===== config.mk =====
export PLATFORM = sky130hd
export DESIGN_NAME = instr_fetch_buffer_flat
export DESIGN_NICKNAME = d
export VERILOG_FILES = /design/src/rtl/mips_pkg.sv /design/src/rtl/instr_fetch_buffer_if.sv /design/src/rtl/ifb_fifo.sv /design/src/rtl/instr_fetch_buffer.sv /design/src/flat_wrapper.sv
export SDC_FILE = /design/constraint.sdc
export NUM_CORES = 1
export LEC_CHECK = 0
export BUFFER_PORTS_ARGS = -buffer_cell sky130_fd_sc_hd__buf_2
export CORE_AREA = 2 2 227 229
export DETAILED_ROUTE_END_ITERATION = 16
export DIE_AREA = 0 0 229 231
export GPL_ROUTABILITY_DRIVEN = 1
export HOLD_SLACK_MARGIN = 0.12
export PLACE_DENSITY = 0.45
export SYNTH_ARGS = -nofsm -noshare
export SYNTH_HDL_FRONTEND = slang
export SYNTH_SLANG_ARGS = --single-unit

===== constraint.sdc =====
create_clock -name clk -period 6.4 [get_ports clk]
set_input_delay 0.64 -clock clk [delete_from_list [all_inputs] [get_ports clk]]
set_output_delay 0.64 -clock clk [all_outputs]
set_load 0.005 [all_outputs]

===== src/rtl/mips_pkg.sv =====
`default_nettype none
// ----------------------------------------------------------------------
// mips_pkg : shared fetch-path constants, FIFO entry type, FSM states
// Rev 1.0
// ----------------------------------------------------------------------
package mips_pkg;

   localparam int              XLEN             = 32;
   localparam int              PC_STEP          = 4;
   localparam logic [XLEN-1:0] RESET_PC_DEFAULT = 32'h0000_0000;

   typedef enum logic [0:0] {
      ST_RUN   = 1'b0,
      ST_FLUSH = 1'b1
   } ifb_state_t;

   typedef struct packed {
      logic [XLEN-1:0] pc;
      logic [XLEN-1:0] ins;
   } ifb_entry_t;

   // Sequential word address; wraps modulo 2^XLEN by construction.
   function automatic logic [XLEN-1:0] next_pc(input logic [XLEN-1:0] pc);
      return pc + XLEN'(PC_STEP);
   endfunction

endpackage
`default_nettype wire


===== src/rtl/instr_fetch_buffer_if.sv =====
`default_nettype none
// ----------------------------------------------------------------------
// instr_fetch_buffer_if : imem request/response and decode-side handshakes
// Rev 1.0
// ----------------------------------------------------------------------
interface instr_fetch_buffer_if;
   import mips_pkg::*;

   logic            imem_req_valid;
   logic            imem_req_ready;
   logic [XLEN-1:0] imem_req_addr;
   logic            imem_rsp_valid;
   logic [XLEN-1:0] imem_rsp_data;
   logic            out_valid;
   logic            out_ready;
   logic [XLEN-1:0] out_ins;
   logic [XLEN-1:0] out_pc;

   // master = fetch buffer side, slave = memory/decode environment side
   modport master (
      output imem_req_valid, imem_req_addr, out_valid, out_ins, out_pc,
      input  imem_req_ready, imem_rsp_valid, imem_rsp_data, out_ready
   );

   modport slave (
      input  imem_req_valid, imem_req_addr, out_valid, out_ins, out_pc,
      output imem_req_ready, imem_rsp_valid, imem_rsp_data, out_ready
   );

endinterface
`default_nettype wire


===== src/rtl/ifb_fifo.sv =====
`default_nettype none
// ----------------------------------------------------------------------
// ifb_fifo : synchronous DEPTH x {pc, ins} FIFO with occupancy count
// Rev 1.0
// ----------------------------------------------------------------------
module ifb_fifo
   import mips_pkg::*;
#(
   parameter int              DEPTH    = 4,
   parameter logic [XLEN-1:0] RESET_PC = RESET_PC_DEFAULT
)(
   input  wire logic               clk,
   input  wire logic               clr,
   input  wire logic               i_flush,
   input  wire logic               i_push,
   input  wire ifb_entry_t         i_wdata,
   input  wire logic               i_pop,
   output ifb_entry_t              o_rdata,
   output logic [$clog2(DEPTH):0]  o_count,
   output logic                    o_empty
);
   localparam int AW = $clog2(DEPTH);
   localparam int CW = AW + 1;
   localparam ifb_entry_t c_RST_ENTRY = '{pc: RESET_PC, ins: '0};

   ifb_entry_t       r_mem [DEPTH];
   logic [AW-1:0]    r_wr_ptr;
   logic [AW-1:0]    r_rd_ptr;
   logic [CW-1:0]    r_count;

   // Storage is cleared so the head reads {RESET_PC, 0} straight out of reset.
   always_ff @(posedge clk) begin
      if (clr) begin
         for (int i = 0; i < DEPTH; i++) begin
            r_mem[i] <= c_RST_ENTRY;
         end
         r_wr_ptr <= '0;
         r_rd_ptr <= '0;
         r_count  <= '0;
      end else if (i_flush) begin
         r_wr_ptr <= '0;
         r_rd_ptr <= '0;
         r_count  <= '0;
      end else begin
         if (i_push) begin
            r_mem[r_wr_ptr] <= i_wdata;
            r_wr_ptr        <= r_wr_ptr + AW'(1);
         end
         if (i_pop) begin
            r_rd_ptr <= r_rd_ptr + AW'(1);
         end
         r_count <= r_count + CW'(i_push) - CW'(i_pop);
      end
   end

   assign o_rdata = r_mem[r_rd_ptr];
   assign o_count = r_count;
   assign o_empty = (r_count == '0);

endmodule
`default_nettype wire


===== src/rtl/instr_fetch_buffer.sv =====
`default_nettype none
// ----------------------------------------------------------------------
// instr_fetch_buffer : credit-limited instruction prefetch with redirect flush
// Rev 1.0 | optional macro IFB_BYPASS_EN: same-cycle response bypass
// ----------------------------------------------------------------------
module instr_fetch_buffer
   import mips_pkg::*;
#(
   parameter int              DEPTH    = 4,
   parameter logic [XLEN-1:0] RESET_PC = RESET_PC_DEFAULT
)(
   input  wire logic            clk,
   input  wire logic            clr,
   input  wire logic            redirect,
   input  wire logic [XLEN-1:0] redirect_pc,
   instr_fetch_buffer_if.master bus
);
   localparam int          AW      = $clog2(DEPTH);
   localparam int          CW      = AW + 1;
   localparam logic [CW:0] c_DEPTH = (CW+1)'(DEPTH);

   ifb_state_t       r_state;
   logic [XLEN-1:0]  r_fetch_pc;
   logic [XLEN-1:0]  r_rsp_pc;
   logic [CW-1:0]    r_outstanding;
   logic [CW-1:0]    r_drop_cnt;

   logic [CW-1:0]    w_fifo_count;
   logic             w_fifo_empty;
   ifb_entry_t       w_head;
   ifb_entry_t       w_wr_entry;
   ifb_entry_t       w_out_entry;
   logic [CW:0]      w_inflight;
   logic [CW-1:0]    w_rsp_dec;
   logic [CW-1:0]    w_drop_load;
   logic             w_req_valid;
   logic             w_req_hs;
   logic             w_keep;
   logic             w_push;
   logic             w_pop;
   logic             w_out_valid;

   always_comb begin
      // Queued plus in-flight words never exceed DEPTH, so no response can hit a full FIFO.
      w_inflight     = {1'b0, w_fifo_count} + {1'b0, r_outstanding};
      w_req_valid    = !clr && !redirect && (w_inflight < c_DEPTH);
      w_req_hs       = w_req_valid && bus.imem_req_ready;
      w_rsp_dec      = CW'(bus.imem_rsp_valid);
      w_drop_load    = r_outstanding - w_rsp_dec;
      w_keep         = bus.imem_rsp_valid && !redirect && (r_state == ST_RUN);
      w_wr_entry.pc  = r_rsp_pc;
      w_wr_entry.ins = bus.imem_rsp_data;
`ifdef IFB_BYPASS_EN
      w_out_valid    = !clr && !redirect && (!w_fifo_empty || w_keep);
      w_out_entry    = (w_fifo_empty && w_keep) ? w_wr_entry : w_head;
      w_push         = w_keep && !(w_fifo_empty && bus.out_ready);
`else
      w_out_valid    = !clr && !redirect && !w_fifo_empty;
      w_out_entry    = w_head;
      w_push         = w_keep;
`endif
      w_pop          = w_out_valid && bus.out_ready && !w_fifo_empty;
   end

   always_ff @(posedge clk) begin
      if (clr) begin
         r_state       <= ST_RUN;
         r_fetch_pc    <= RESET_PC;
         r_rsp_pc      <= RESET_PC;
         r_outstanding <= '0;
         r_drop_cnt    <= '0;
      end else if (redirect) begin
         // A response landing with the redirect is already stale and is not counted.
         r_fetch_pc    <= redirect_pc;
         r_rsp_pc      <= redirect_pc;
         r_outstanding <= w_drop_load;
         r_drop_cnt    <= w_drop_load;
         r_state       <= (w_drop_load != '0) ? ST_FLUSH : ST_RUN;
      end else begin
         if (w_req_hs) begin
            r_fetch_pc <= next_pc(r_fetch_pc);
         end
         if (w_keep) begin
            r_rsp_pc <= next_pc(r_rsp_pc);
         end
         r_outstanding <= r_outstanding + CW'(w_req_hs) - w_rsp_dec;
         case (r_state)
            ST_RUN: begin
               r_state <= ST_RUN;
            end
            ST_FLUSH: begin
               if (bus.imem_rsp_valid) begin
                  r_drop_cnt <= r_drop_cnt - CW'(1);
                  if (r_drop_cnt == CW'(1)) begin
                     r_state <= ST_RUN;
                  end
               end
            end
            default: begin
               r_state <= ST_RUN;
            end
         endcase
      end
   end

   ifb_fifo #(
      .DEPTH    (DEPTH),
      .RESET_PC (RESET_PC)
   ) u_fifo (
      .clk      (clk),
      .clr      (clr),
      .i_flush  (redirect),
      .i_push   (w_push),
      .i_wdata  (w_wr_entry),
      .i_pop    (w_pop),
      .o_rdata  (w_head),
      .o_count  (w_fifo_count),
      .o_empty  (w_fifo_empty)
   );

   assign bus.imem_req_valid = w_req_valid;
   assign bus.imem_req_addr  = r_fetch_pc;
   assign bus.out_valid      = w_out_valid;
   assign bus.out_ins        = w_out_entry.ins;
   assign bus.out_pc         = w_out_entry.pc;

endmodule
`default_nettype wire

===== src/flat_wrapper.sv =====
// flat-port wrapper written by rule: the top's interface ports become plain ports
module instr_fetch_buffer_flat import mips_pkg::*;
#(
   parameter int              DEPTH    = 4,
   parameter logic [XLEN-1:0] RESET_PC = RESET_PC_DEFAULT
)
  (clk, clr, redirect, redirect_pc, bus_imem_req_valid, bus_imem_req_addr, bus_out_valid, bus_out_ins, bus_out_pc, bus_imem_req_ready, bus_imem_rsp_valid, bus_imem_rsp_data, bus_out_ready);
  instr_fetch_buffer_if bus_i ();
  input  wire logic clk;
  input  wire logic clr;
  input  wire logic redirect;
  input  wire logic [XLEN-1:0] redirect_pc;
  output wire logic [$bits(bus_i.imem_req_valid)-1:0] bus_imem_req_valid;
  output wire logic [$bits(bus_i.imem_req_addr)-1:0] bus_imem_req_addr;
  output wire logic [$bits(bus_i.out_valid)-1:0] bus_out_valid;
  output wire logic [$bits(bus_i.out_ins)-1:0] bus_out_ins;
  output wire logic [$bits(bus_i.out_pc)-1:0] bus_out_pc;
  input wire logic [$bits(bus_i.imem_req_ready)-1:0] bus_imem_req_ready;
  input wire logic [$bits(bus_i.imem_rsp_valid)-1:0] bus_imem_rsp_valid;
  input wire logic [$bits(bus_i.imem_rsp_data)-1:0] bus_imem_rsp_data;
  input wire logic [$bits(bus_i.out_ready)-1:0] bus_out_ready;
  assign bus_imem_req_valid = bus_i.imem_req_valid;
  assign bus_imem_req_addr = bus_i.imem_req_addr;
  assign bus_out_valid = bus_i.out_valid;
  assign bus_out_ins = bus_i.out_ins;
  assign bus_out_pc = bus_i.out_pc;
  assign bus_i.imem_req_ready = bus_imem_req_ready;
  assign bus_i.imem_rsp_valid = bus_imem_rsp_valid;
  assign bus_i.imem_rsp_data = bus_imem_rsp_data;
  assign bus_i.out_ready = bus_out_ready;
  instr_fetch_buffer #(.DEPTH(DEPTH), .RESET_PC(RESET_PC)) u_core (.clk(clk), .clr(clr), .redirect(redirect), .redirect_pc(redirect_pc), .bus(bus_i));
endmodule

Word-level counts from Yosys, hierarchy flattened
Memory sizes are Yosys's and may differ from the RTL's. A register that Yosys moved wholly into a read port is not among the register bits.
Cells that the tools add are included.
{"block": "op_classes", "add_sub_neg": 11, "n_mul": 0, "div": 0, "order_cmp": 1, "eq_ne": 1, "n_shift": 0, "muxes": 24, "bitwise_logic": 1, "reduce_logical": 20}
{"operator": "two-way mux 32 bit", "count": 4}
{"operator": "adder 32 x 3 -> 32 bit, second input constant", "count": 2}
{"operator": "two-way mux 64 bit", "count": 1}
{"operator": "OR reduction 64 bit", "count": 1}
{"operator": "two-way mux 3 bit", "count": 4}
{"operator": "two-way mux 1 bit", "count": 11}
{"operator": "subtractor 3 x 1 -> 3 bit", "count": 3}
{"operator": "logical AND 1 bit", "count": 8}
{"operator": "nonzero test 2 bit", "count": 4}
{"operator": "adder 3 x 1 -> 3 bit", "count": 2}
{"operator": "two-way mux 2 bit", "count": 3}
{"operator": "adder 2 x 1 -> 2 bit, second input constant", "count": 2}
{"operator": "adder 3 x 3 -> 4 bit", "count": 1}
{"operator": "less-than comparator 4 x 3 -> 1 bit, second input constant", "count": 1}
{"operator": "equality test 3 x 1 -> 1 bit, second input constant", "count": 1}
{"operator": "logical NOT 1 bit", "count": 3}
{"operator": "logical NOT 3 bit", "count": 1}
{"operator": "nonzero test 3 bit", "count": 1}
{"operator": "subtractor 3 x 1 -> 3 bit, second input constant", "count": 1}
{"operator": "one-hot mux 1 bit (2 select lines)", "count": 1}
{"operator": "AND reduction 2 bit", "count": 1}
{"operator": "OR reduction 2 bit", "count": 1}
{"operator": "inverter 1 bit", "count": 1}
{"block": "word_totals", "regBits": 78, "latch_bits": 0, "mem_bits_rw": 256, "rom_bits": 0, "input_bits": 70, "n_memories": 1}
{"memory": "u_core.u_fifo.r_mem", "words": 4, "width": 64, "read_ports": 1, "rd_clocked_by_memory_dff": 1, "wr": 4, "line": "ifb_fifo.sv:26", "source": "ifb_entry_t r_mem [DEPTH];"}

Longest topological paths before layout
Gate-level depths: netlist of run 1.
{"block": "depth", "depth_word": 9, "mapped_depth": 11}

Modules after synthesis
A second synthesis of run 1 with hierarchy kept.
{"block": "unflattened", "cells_unflattened": 1193, "hier_area_um2": 15383.5}
{"module": "ifb_fifo", "n_inst": 1, "cells_per_inst": 734, "area_each_um2": 11507.3}
{"module": "instr_fetch_buffer", "n_inst": 1, "cells_per_inst": 459, "area_each_um2": 3876.2}

Worst setup path after synthesis of run 1
Ideal clock, no wire load.
{"block": "synth_path", "kind": "input to register", "startpoint": "input bus_imem_rsp_valid", "endpoint": "memory u_core.u_fifo.r_mem[1][0] (netlist name) (enable)", "setup_ns": 0.574, "arrival_time_ns": 5.787, "required_time_ns": 5.826, "slack_ns": 0.039, "cell_stages": 5, "n_path_buf": 1, "cell_sequence": "clkbuf_8 > nand2b_1 > nor2_1 > nand2_1 > o21ai_0"}
{"element": "from (decl)", "line": "flat_wrapper.sv:19", "source": "input wire logic [$bits(bus_i.imem_rsp_valid)-1:0] bus_imem_rsp_valid;"}
{"element": "to (decl)", "line": "ifb_fifo.sv:26"}

==> reports/metrics.cfg, run 1 <==
[outcome]
status = completed

[run]
drv_cap = 0

[cells_and_area]
fin_util_pct = 35.1
drive_above_1_share_pct = 23.8
nNetsFinal = 1439
mostFrequentLayoutCells = edfxtp_1 (256), nor2_1 (198), buf_2 (167)
nFillCells = 5126
layout_commonest_cell = edfxtp_1
diodes = 0
syn2layout_area_growth_pct = 19.0

[grt]
grt_max_degree = 71
grt_pass1_vias = 10182
track_usage_pct = 15.5
grt_overflow = 0
grt_first_pass_wirelength_um = 62300
antenna_found_initial = 0

[pwr]
seqPwrFrac_pct = 49.5
p_clk_share_pct = 43.6
leakage_nw = 6.96
p_sw_mw = 1.19
peakVddDrop_mv = 0.145
p_int_mw = 3.90
comb_power_share_pct = 6.8
power.density_nw_per_um2 = 286
switching_share_pct = 23.4

[clocking]
cts_hold_buf = 0
cts_buffer_depth = 3
cts_max_level = 2
post_cts_resized = 0
clock_latency_ns = 0.55
numCtsBuffers = 40
clock-sinks = 336
cts_root_buf = clkbuf_16
cts_setup_buffers = 0
path_clk_slew_ns = 0.06
tritoncts = done

[sta]
tightest_slew_ns = 1.05
fin_worst_skew_ns = 0.0153
fin_crit_ns = 3.51
setup_violations = 0
fmax_ghz = 0.285
rsz0062_at_grt = false
slew_headroom_pct = 29.9
hold_violations = 0
tns_ns = 0
period_share_pct = 54.9
final_max_slew_viol_count = 0

[worst_setup_path]
crit_required_ns = 5.76
critPathBufInv = 2
slowest_delay_ns = 0.95
start_kind = register
cp_slowest_cell = dfxtp_4
crit_type = reg2out
critPathMaxFanout = 41
path_cells = buf_4 > mux4_2 > buf_2
critical_path.top_delay_family = flip-flops
arrival_ns = 2.87
crit_path_end_kind = output port

[logic_synthesis]
synth_top_family_by_area = simple AND/OR/NAND/NOR gates
synth.mux.area_fraction_pct = 9.84
ys_ff_latch = 336
syn_area_um2 = 15000
synthXorXnorAreaFrac_pct = 3.10
yosysSeqAreaShare_pct = 62.0
synthAdderAreaFrac_pct = 1.27
syn_nets = 1275
synthesis.area_per_instance_um2 = 12.6
ys.flop_type = edfxtp_1
synth_edf_count = 256
synth-warning-count = 0
syn_inst = 1191
synth_simple_gate_area_share_pct = 14.4
yosysUniqueCellTypes = 63
synth_compound_area_share_pct = 5.08
async_reset_ff_share_pct = 0

[routing]
wl_per_cell_um = 19.6
routed_wirelength_um = 40500
ant_nets = 0
via_per_inst = 4.69
vias = 9681
drt_first_pass_iters = 5
dr.first_iter.drc_count = 653
drc = 0

[die]
core_region_area_um2 = 50700
fp-row-count = 83
die_w_um = 229
chipHeight_um = 231
initial_core_util_pct = 29.5
io-pin-count = 168
fp.dieArea_um2 = 52900

[placement]
place_congestion = 0.799
hpwlAfterDp_um = 24600
numPortBuffers = 167

[hold_path]
hold_path_class = in2reg

[per-layer routing]
layer / vias to the layer above / track usage, % / share of wire (%)
met2: 237 / 24.6 / 46
li1: 4608 / - / -
met1: 4782 / 22.0 / 48
met5: - / 0 / 0
met3: 54 / 2.27 / 4.2
met4: 0 / 4.46 / 2.1
[cell type report]
type / count / area (µm²) / share of cell area, %
well taps: 680 / 851 / 4.78
repair buffers: 186 / 978 / 5.49
clock inverters: 29 / 254 / 1.43
clock buffers: 43 / 1010 / 5.68
multi-input cells: 706 / 5100 / 28.6
flip-flops and latches: 336 / 9300 / 52.2
inverters: 85 / 319 / 1.79
[cell usage after synthesis, types with 17 or more instances]
cell      count  share of area [%]
a21boi_0     20                1.0
and2_1       28                1.2
edfxtp_1    256                 51
inv_1        84                2.1
a21oi_1      27               0.90
nor3_1       17               0.57
nor2_1      200                5.0
o21ai_0      20               0.67
mux4_2       64                9.6
nand3_1      25               0.84
dfxtp_1      80                 11
xnor2_1      29                1.7
nand2_1     113                2.8
clkbuf_1     47                1.2
o21a_1       17               0.85
nand4_1      21               0.88
xor2_1       24                1.4
[final timing paths]
path / from / endpoint / slack (ns) / cells after the start
setup reg to reg: u_core.u_fifo.o_count[1] / u_core.r_outstanding[2] / 3.69 / 11
hold reg to reg: u_core.bus.imem_req_addr[0] / u_core.bus.imem_req_addr[0] / 0.46 / 2
setup / recovery: register / bus_out_ins[14] / 2.89 / 3
hold / removal: redirect_pc[20] / u_core.bus.imem_req_addr[20] / 0.35 / 3
[sequential cells by signal, summed over array words and instances, names as in the netlist, named ones only]
signal,cells
u_core.r_state,1
u_core.u_fifo.r_mem,256
u_core.r_outstanding,3
u_core.r_rsp_pc,32
u_core.bus.imem_req_addr,32
u_core.u_fifo.o_count,3
u_core.u_fifo.r_rd_ptr,2
u_core.u_fifo.r_wr_ptr,2
u_core.r_drop_cnt,3
[power by group through the flow]
stage	Sequential, mW	Combinational [mW]	Clock [mW]
after floorplan	2.55	0.210	0
after global placement	2.57	0.357	0
after detailed placement	2.57	0.358	0
after CTS	2.52	0.359	2.29
after global routing	2.54	0.388	2.37
final	2.52	0.348	2.22
[kinds of logic after synthesis]
| kind of cell | count (synthesis) |
|---|---|
| AOI/OAI and AO/OA | 116 |
| and+or+nand+nor | 456 |
| xor gates and xnor gates | 53 |
| buffers and inverters | 149 |
| muxes | 67 |
| DFF | 336 |
| adders and majority gates | 14 |
[per-stage QoR]
stage                     total power [mW]  setup slack [ns]  hold slack [ns]  cells  instance area, µm²
after floorplan                       2.76            0.0385            0.445   1191               15000
after global placement                2.92              3.22            0.446   1993               16500
after detailed placement              2.93              3.22            0.453   1993               16500
after CTS                             5.17              2.73            0.330   2065               17800
after global routing                  5.30              2.61            0.372   2065               17800
final                                 5.09              2.89            0.351   2065               17800
[worst reg2reg max path, delay by kind of cell, from the launching register on]
| family | cells | cell delay, ns |
|---|---|---|
| AOI/OAI and AO/OA | 1 | 0.19 |
| and+or+nand+nor | 3 | 0.24 |
| adders and majority gates | 3 | 0.98 |
| buffers and inverters | 2 | 0.51 |
| DFF | 1 | 0.36 |
| xor gates and xnor gates | 2 | 0.31 |
Note: power is estimated with default switching activity, not from simulation.
==> run 2: changes to the inputs <==
--- a/config.mk
+++ b/config.mk
@@ -11,7 +11,7 @@
 export DIE_AREA = 0 0 229 231
 export GPL_ROUTABILITY_DRIVEN = 1
 export HOLD_SLACK_MARGIN = 0.12
-export PLACE_DENSITY = 0.45
+export PLACE_DENSITY = 0.43
 export SYNTH_ARGS = -nofsm -noshare
 export SYNTH_HDL_FRONTEND = slang
 export SYNTH_SLANG_ARGS = --single-unit
==> constraint.sdc (replaced) <==
create_clock -name clk -period 3.5 [get_ports clk]
set_input_delay 0.35 -clock clk [delete_from_list [all_inputs] [get_ports clk]]
set_output_delay 0.35 -clock clk [all_outputs]
set_load 0.005 [all_outputs]
==> run 2 against run 1 <==
- design area is 2.2% higher
- clock power rose by 72%
- worst setup slack got worse by 2.2 ns
- non-clock buffer count grew 41
- critical endpoint is now bus_out_ins[1]
- largest cell class unchanged
==> reports/metrics.cfg, run 2 (synthesis results as in run 1) <==
[outcome]
status = completed

[routing]
routed_wirelength_um = 41400  ; +2.3%
dr.first_iter.drc_count = 460  ; -30%
via_per_inst = 4.68  ; -0.28%
vias = 9841  ; +1.7%
ant_nets = 0  ; unchanged
drt_first_pass_iters = 5  ; unchanged
drc = 0  ; unchanged
wl_per_cell_um = 19.7  ; +0.35%

[worst_setup_path]
slowest_delay_ns = 0.76  ; -0.19 ns
critPathMaxFanout = 28  ; -32%
start_kind = register
path_cells = buf_4 > mux4_2 > buf_2
cp_slowest_cell = dfxtp_4
reg2reg_depth = 5  ; -6
critical_path.top_delay_family = flip-flops
crit_type = reg2out
critPathBufInv = 2  ; unchanged
crit_cells = 3  ; unchanged
arrival_ns = 2.45  ; -0.42 ns
crit_path_end_kind = output port
crit_required_ns = 3.15  ; -2.61 ns

[pwr]
power.density_nw_per_um2 = 501  ; +75%
comb_power_share_pct = 7.5  ; +0.7 points
seqPwrFrac_pct = 50.6  ; +1.1 points
p_clk_share_pct = 41.9  ; -1.7 points
p_int_mw = 6.98  ; +79%
leakage_nw = 7.12  ; +2.4%
p_sw_mw = 2.15  ; +80%
peakVddDrop_mv = 0.262  ; +81%
switching_share_pct = 23.5  ; +0.12 points

[sta]
fin_worst_skew_ns = 0.0104  ; -0.00484 ns
hold_ws_ns = 0.147  ; -0.203 ns
setup_violations = 0  ; unchanged
tns_ns = 0  ; unchanged
final_max_slew_viol_count = 0  ; unchanged
tightest_slew_ns = 0.987  ; -0.0639 ns
hold_violations = 0  ; unchanged
rsz0062_at_grt = false
fin_crit_ns = 2.80
fin_ws_ns = 0.695  ; -2.19 ns
fmax_ghz = 0.357
period_share_pct = 80.1
slew_headroom_pct = 34.2  ; +4.3 points

[grt]
antenna_found_initial = 0  ; unchanged
grt_overflow = 0  ; unchanged
track_usage_pct = 15.8  ; +0.36 points
grt_max_degree = 71  ; unchanged
grt_first_pass_wirelength_um = 63800  ; +2.3%
grt_pass1_vias = 10481  ; +2.9%

[cells_and_area]
fin_util_pct = 35.9  ; +0.76 points
drive_above_1_share_pct = 23.4  ; -0.46 points
finalInstanceArea_um2 = 18200  ; +2.2%
top_register = u_core.u_fifo.r_mem
mostFrequentLayoutCells = edfxtp_1 (256), nor2_1 (199), buf_2 (167)
nNetsFinal = 1479  ; +2.8%
syn2layout_area_growth_pct = 21.6
diodes = 0  ; unchanged
largest_reg_flops = 256  ; unchanged
layout_commonest_cell = edfxtp_1

[clocking]
path_clk_slew_ns = 0.06  ; about the same
cts_setup_buffers = 0  ; unchanged
cts_root_buf = clkbuf_16
clock-sinks = 336  ; unchanged
cts_max_level = 2  ; unchanged
cts_buffer_depth = 3  ; unchanged
numCtsBuffers = 39  ; -2.5%
post_cts_resized = 0  ; unchanged
clock_latency_ns = 0.55  ; about the same
cts_hold_buf = 32  ; +32
tritoncts = done

[die]
fp-row-count = 83  ; unchanged
chipHeight_um = 231  ; unchanged
die_w_um = 229  ; unchanged
core_region_area_um2 = 50700  ; unchanged
io-pin-count = 168  ; unchanged
fp.dieArea_um2 = 52900  ; unchanged
initial_core_util_pct = 29.5  ; unchanged

[run]
drv_cap = 0  ; unchanged

[placement]
numPortBuffers = 167  ; unchanged
hpwlAfterDp_um = 26000  ; +5.6%
place_congestion = 0.760  ; -4.9%
dpl-instance-area_um2 = 16700  ; +0.98%
pre_cts_slack_ns = 0.982  ; -2.23 ns

[hold_path]
min_path_cells = 3  ; unchanged
hold_path_class = in2reg

run 2: tightest hold or removal path: cells and delay by family:
kind                   cells  cell delay (ns)
buffers and inverters      2             0.15
and+or+nand+nor            1             0.09
run 2: final cells by class:
| type | instances | area (µm²) |
|---|---|---|
| inverter | 85 | 319 |
| clock inverter | 12 | 97.6 |
| timing repair buffer | 227 | 1470 |
| tap | 680 | 851 |
| fill | 5074 | 32500 |
| multi-input combinational | 706 | 5100 |
| sequential | 336 | 9290 |
| clock buffer | 59 | 1070 |
run 2: path summary, 6_finish.rpt:
kind / endpoint / start / slack, ns
hold reg to reg: u_core.bus.imem_req_addr[0] / u_core.bus.imem_req_addr[0] / 0.46
setup / recovery: bus_out_ins[1] / register / 0.70
hold / removal: u_core.u_fifo.r_mem[3][5] / bus_imem_rsp_data[5] / 0.15
setup reg to reg: u_core.u_fifo.r_mem[3][34] / u_core.r_state / 1.14
run 2: power by group through the flow:
stage / logic, mW / registers (mW) / clock network [mW]
finish: 0.689 / 4.61 / 3.82
global placement: 0.674 / 4.69 / 0
CTS: 0.709 / 4.61 / 3.96
global route: 0.763 / 4.64 / 4.10
floorplan: 0.387 / 4.65 / 0
detailed placement: 0.678 / 4.70 / 0
run 2: routing by layer:
layer,vias to the layer above,GRT usage (%),share of wire (%)
met4,0,3.86,1.5
met2,206,26.9,49
met1,4905,21.2,46
met5,-,0,0
met3,45,2.54,4.1
li1,4685,-,-
run 2: through the flow:
stage / power, mW / instances
3_3_place_gp: 5.37 / 2002
2_1_floorplan: 5.04 / 1191
5_1_grt: 9.51 / 2105
4_1_cts: 9.28 / 2105
6_report: 9.13 / 2105
3_5_place_dp: 5.38 / 2002
==> run 3: changes to the inputs <==
==> constraint.sdc (replaced) <==
create_clock -name clk -period 2.6 [get_ports clk]
set_input_delay 0.26 -clock clk [delete_from_list [all_inputs] [get_ports clk]]
set_output_delay 0.26 -clock clk [all_outputs]
set_load 0.005 [all_outputs]
==> run 3 against run 2 <==
- cell count up 2.0%
- clock skew down 0.0029 ns
- via count increased by 2.1%
- sequential power up 34%
- power rose by 35%
- die area is the same
- worst setup slack lost 0.50 ns
- count of clock-buffer cells in the layout down 3
- flip-flop and latch count unchanged
- core utilization is 1.0 points higher
- critical path type unchanged
- largest cell class unchanged
==> reports/metrics.cfg, run 3 (synthesis results as in run 1) <==
[clocking]
cts_hold_buf = 58  ; +81%
tritoncts = done
clock_latency_ns = 0.54  ; about the same
cts_max_level = 2  ; unchanged
cts_root_buf = clkbuf_16
clock-sinks = 336  ; unchanged
numCtsBuffers = 39  ; unchanged
path_clk_slew_ns = 0.06  ; about the same
cts_buffer_depth = 3  ; unchanged
cts_setup_buffers = 0  ; unchanged
post_cts_resized = 0  ; unchanged

[die]
fp-row-count = 83  ; unchanged
io-pin-count = 168  ; unchanged
die_w_um = 229  ; unchanged
initial_core_util_pct = 29.5  ; unchanged
fp.dieArea_um2 = 52900  ; unchanged
core_region_area_um2 = 50700  ; unchanged
chipHeight_um = 231  ; unchanged

[routing]
vias = 10049  ; +2.1%
routed_wirelength_um = 41900  ; +1.2%
dr.first_iter.drc_count = 532  ; +16%
wl_per_cell_um = 19.5  ; -0.84%
ant_nets = 0  ; unchanged
via_per_inst = 4.68  ; about the same
drc = 0  ; unchanged
drt_first_pass_iters = 5  ; unchanged

[worst_setup_path]
crit_required_ns = 2.34  ; -0.81 ns
arrival_ns = 2.14  ; -0.31 ns
cp_slowest_cell = dfxtp_4
path_cells = buf_4 > mux4_2 > buf_2
start_kind = register
crit_type = reg2out
crit_path_end_kind = output port
slowest_delay_ns = 0.60  ; -0.16 ns
critPathMaxFanout = 17  ; -39%

[sta]
fin_worst_skew_ns = 0.00753  ; -0.00290 ns
hold_violations = 0  ; unchanged
fin_ws_ns = 0.198  ; -0.497 ns
fin_crit_ns = 2.40
period_share_pct = 92.4
final_max_slew_viol_count = 0  ; unchanged
slew_headroom_pct = 36.8  ; +2.6 points
setup_violations = 0  ; unchanged
rsz0062_at_grt = false
tightest_slew_ns = 0.948  ; -0.0387 ns
fmax_ghz = 0.416

[pwr]
peakVddDrop_mv = 0.365  ; +40%
power.density_nw_per_um2 = 660  ; +32%
p_sw_mw = 2.88  ; +34%
p_int_mw = 9.47  ; +36%
leakage_nw = 7.35  ; +3.2%
p_clk_share_pct = 41.7  ; -0.2 points
switching_share_pct = 23.3  ; -0.22 points
seqPwrFrac_pct = 50.2  ; -0.4 points
comb_power_share_pct = 8.1  ; +0.6 points

[placement]
hpwlAfterDp_um = 26600  ; +2.5%
placed_cells = 2020  ; +0.90%
pre_cts_slack_ns = 0.266  ; -0.716 ns
place_congestion = 0.766  ; +0.84%
dpl-instance-area_um2 = 17000  ; +1.5%
numPortBuffers = 167  ; unchanged

[cells_and_area]
diodes = 0  ; unchanged
nFillCells = 5139  ; +1.3%
top_register = u_core.u_fifo.r_mem
nNetsFinal = 1523  ; +3.0%
fin_util_pct = 36.9  ; +1.0 points
mostFrequentLayoutCells = edfxtp_1 (256), nor2_1 (198), buf_2 (167)
syn2layout_area_growth_pct = 25.0
finalInstanceArea_um2 = 18700  ; +2.8%
layout_commonest_cell = edfxtp_1
drive_above_1_share_pct = 24.3  ; +0.95 points
instances_no_fill = 2148  ; +2.0%
largest_reg_flops = 256  ; unchanged

[outcome]
status = completed

[grt]
antenna_found_initial = 1  ; +1
grt_pass1_vias = 10487  ; +0.057%
grt_overflow = 0  ; unchanged
track_usage_pct = 15.9  ; +0.064 points
grt_first_pass_wirelength_um = 64100  ; +0.52%
grt_max_degree = 65  ; -8.5%

[hold_path]
hold_path_class = in2reg

[run]
drv_cap = 0  ; unchanged

==> run 3: cell types whose count changed in the layout (fill, tap and decap cells not counted), moves of 2 or more <==
cell,previous run,this run
clkbuf_1,18,12
buf_12,8,15
clkbuf_8,2,4
buf_4,20,31
dfxtp_1,78,76
clkinv_1,5,8
dlygate4sd3_1,32,58
==> run 3: per-layer routing <==
layer  up-vias  GRT usage, %  wire [µm]
li1       4782             -          -
met1      4994          21.2      19000
met2       215          26.9      20400
met3        56          2.82       1730
met4         2          3.81        766
met5         -             0          7
==> run 3: layout make-up <==
cell class,instances,area (µm²),area share [%]
timing repair buffer,271,1950,10.4
clock buffer,56,1080,5.79
clock inverter,14,91.3,0.488
inverter,85,319,1.71
multi-input combinational,706,5120,27.3
tap,680,851,4.55
sequential,336,9300,49.7
==> run 3: path summary, 6_finish.rpt <==
kind / startpoint / endpoint / slack (ns) / depth (start not counted)
setup / recovery: register / bus_out_pc[22] / 0.20 / 3
setup reg to reg: u_core.r_outstanding[2] / u_core.bus.imem_req_addr[28] / 0.27 / 6
hold / removal: redirect_pc[8] / u_core.r_rsp_pc[8] / 0.15 / 3
hold reg to reg: u_core.bus.imem_req_addr[1] / u_core.bus.imem_req_addr[1] / 0.47 / 2
==> run 3: power groups by stage <==
stage / Sequential (mW) / Combinational [mW] / Clock, mW
2_1_floorplan: 6.26 / 0.528 / 0
3_3_place_gp: 6.31 / 0.953 / 0
3_5_place_dp: 6.31 / 0.954 / 0
4_1_cts: 6.20 / 1.03 / 5.35
5_1_grt: 6.23 / 1.11 / 5.55
6_report: 6.20 / 0.999 / 5.16
==> run 3: through the flow <==
step / total power [mW] / setup TNS [ns] / hold slack, ns
after detailed placement: 7.27 / 0 / 0.453
after global routing: 12.9 / 0 / 0.145
after global placement: 7.26 / 0 / 0.445
final: 12.4 / 0 / 0.153
after CTS: 12.6 / 0 / 0.127
after floorplan: 6.79 / -15.66 / 0.369
==> run 3: critical path: cells and delay by family, from the launching register on <==
family | cells | cell delay [ns]
flops | 1 | 0.60
buf+inv | 2 | 0.43
mux | 1 | 0.56
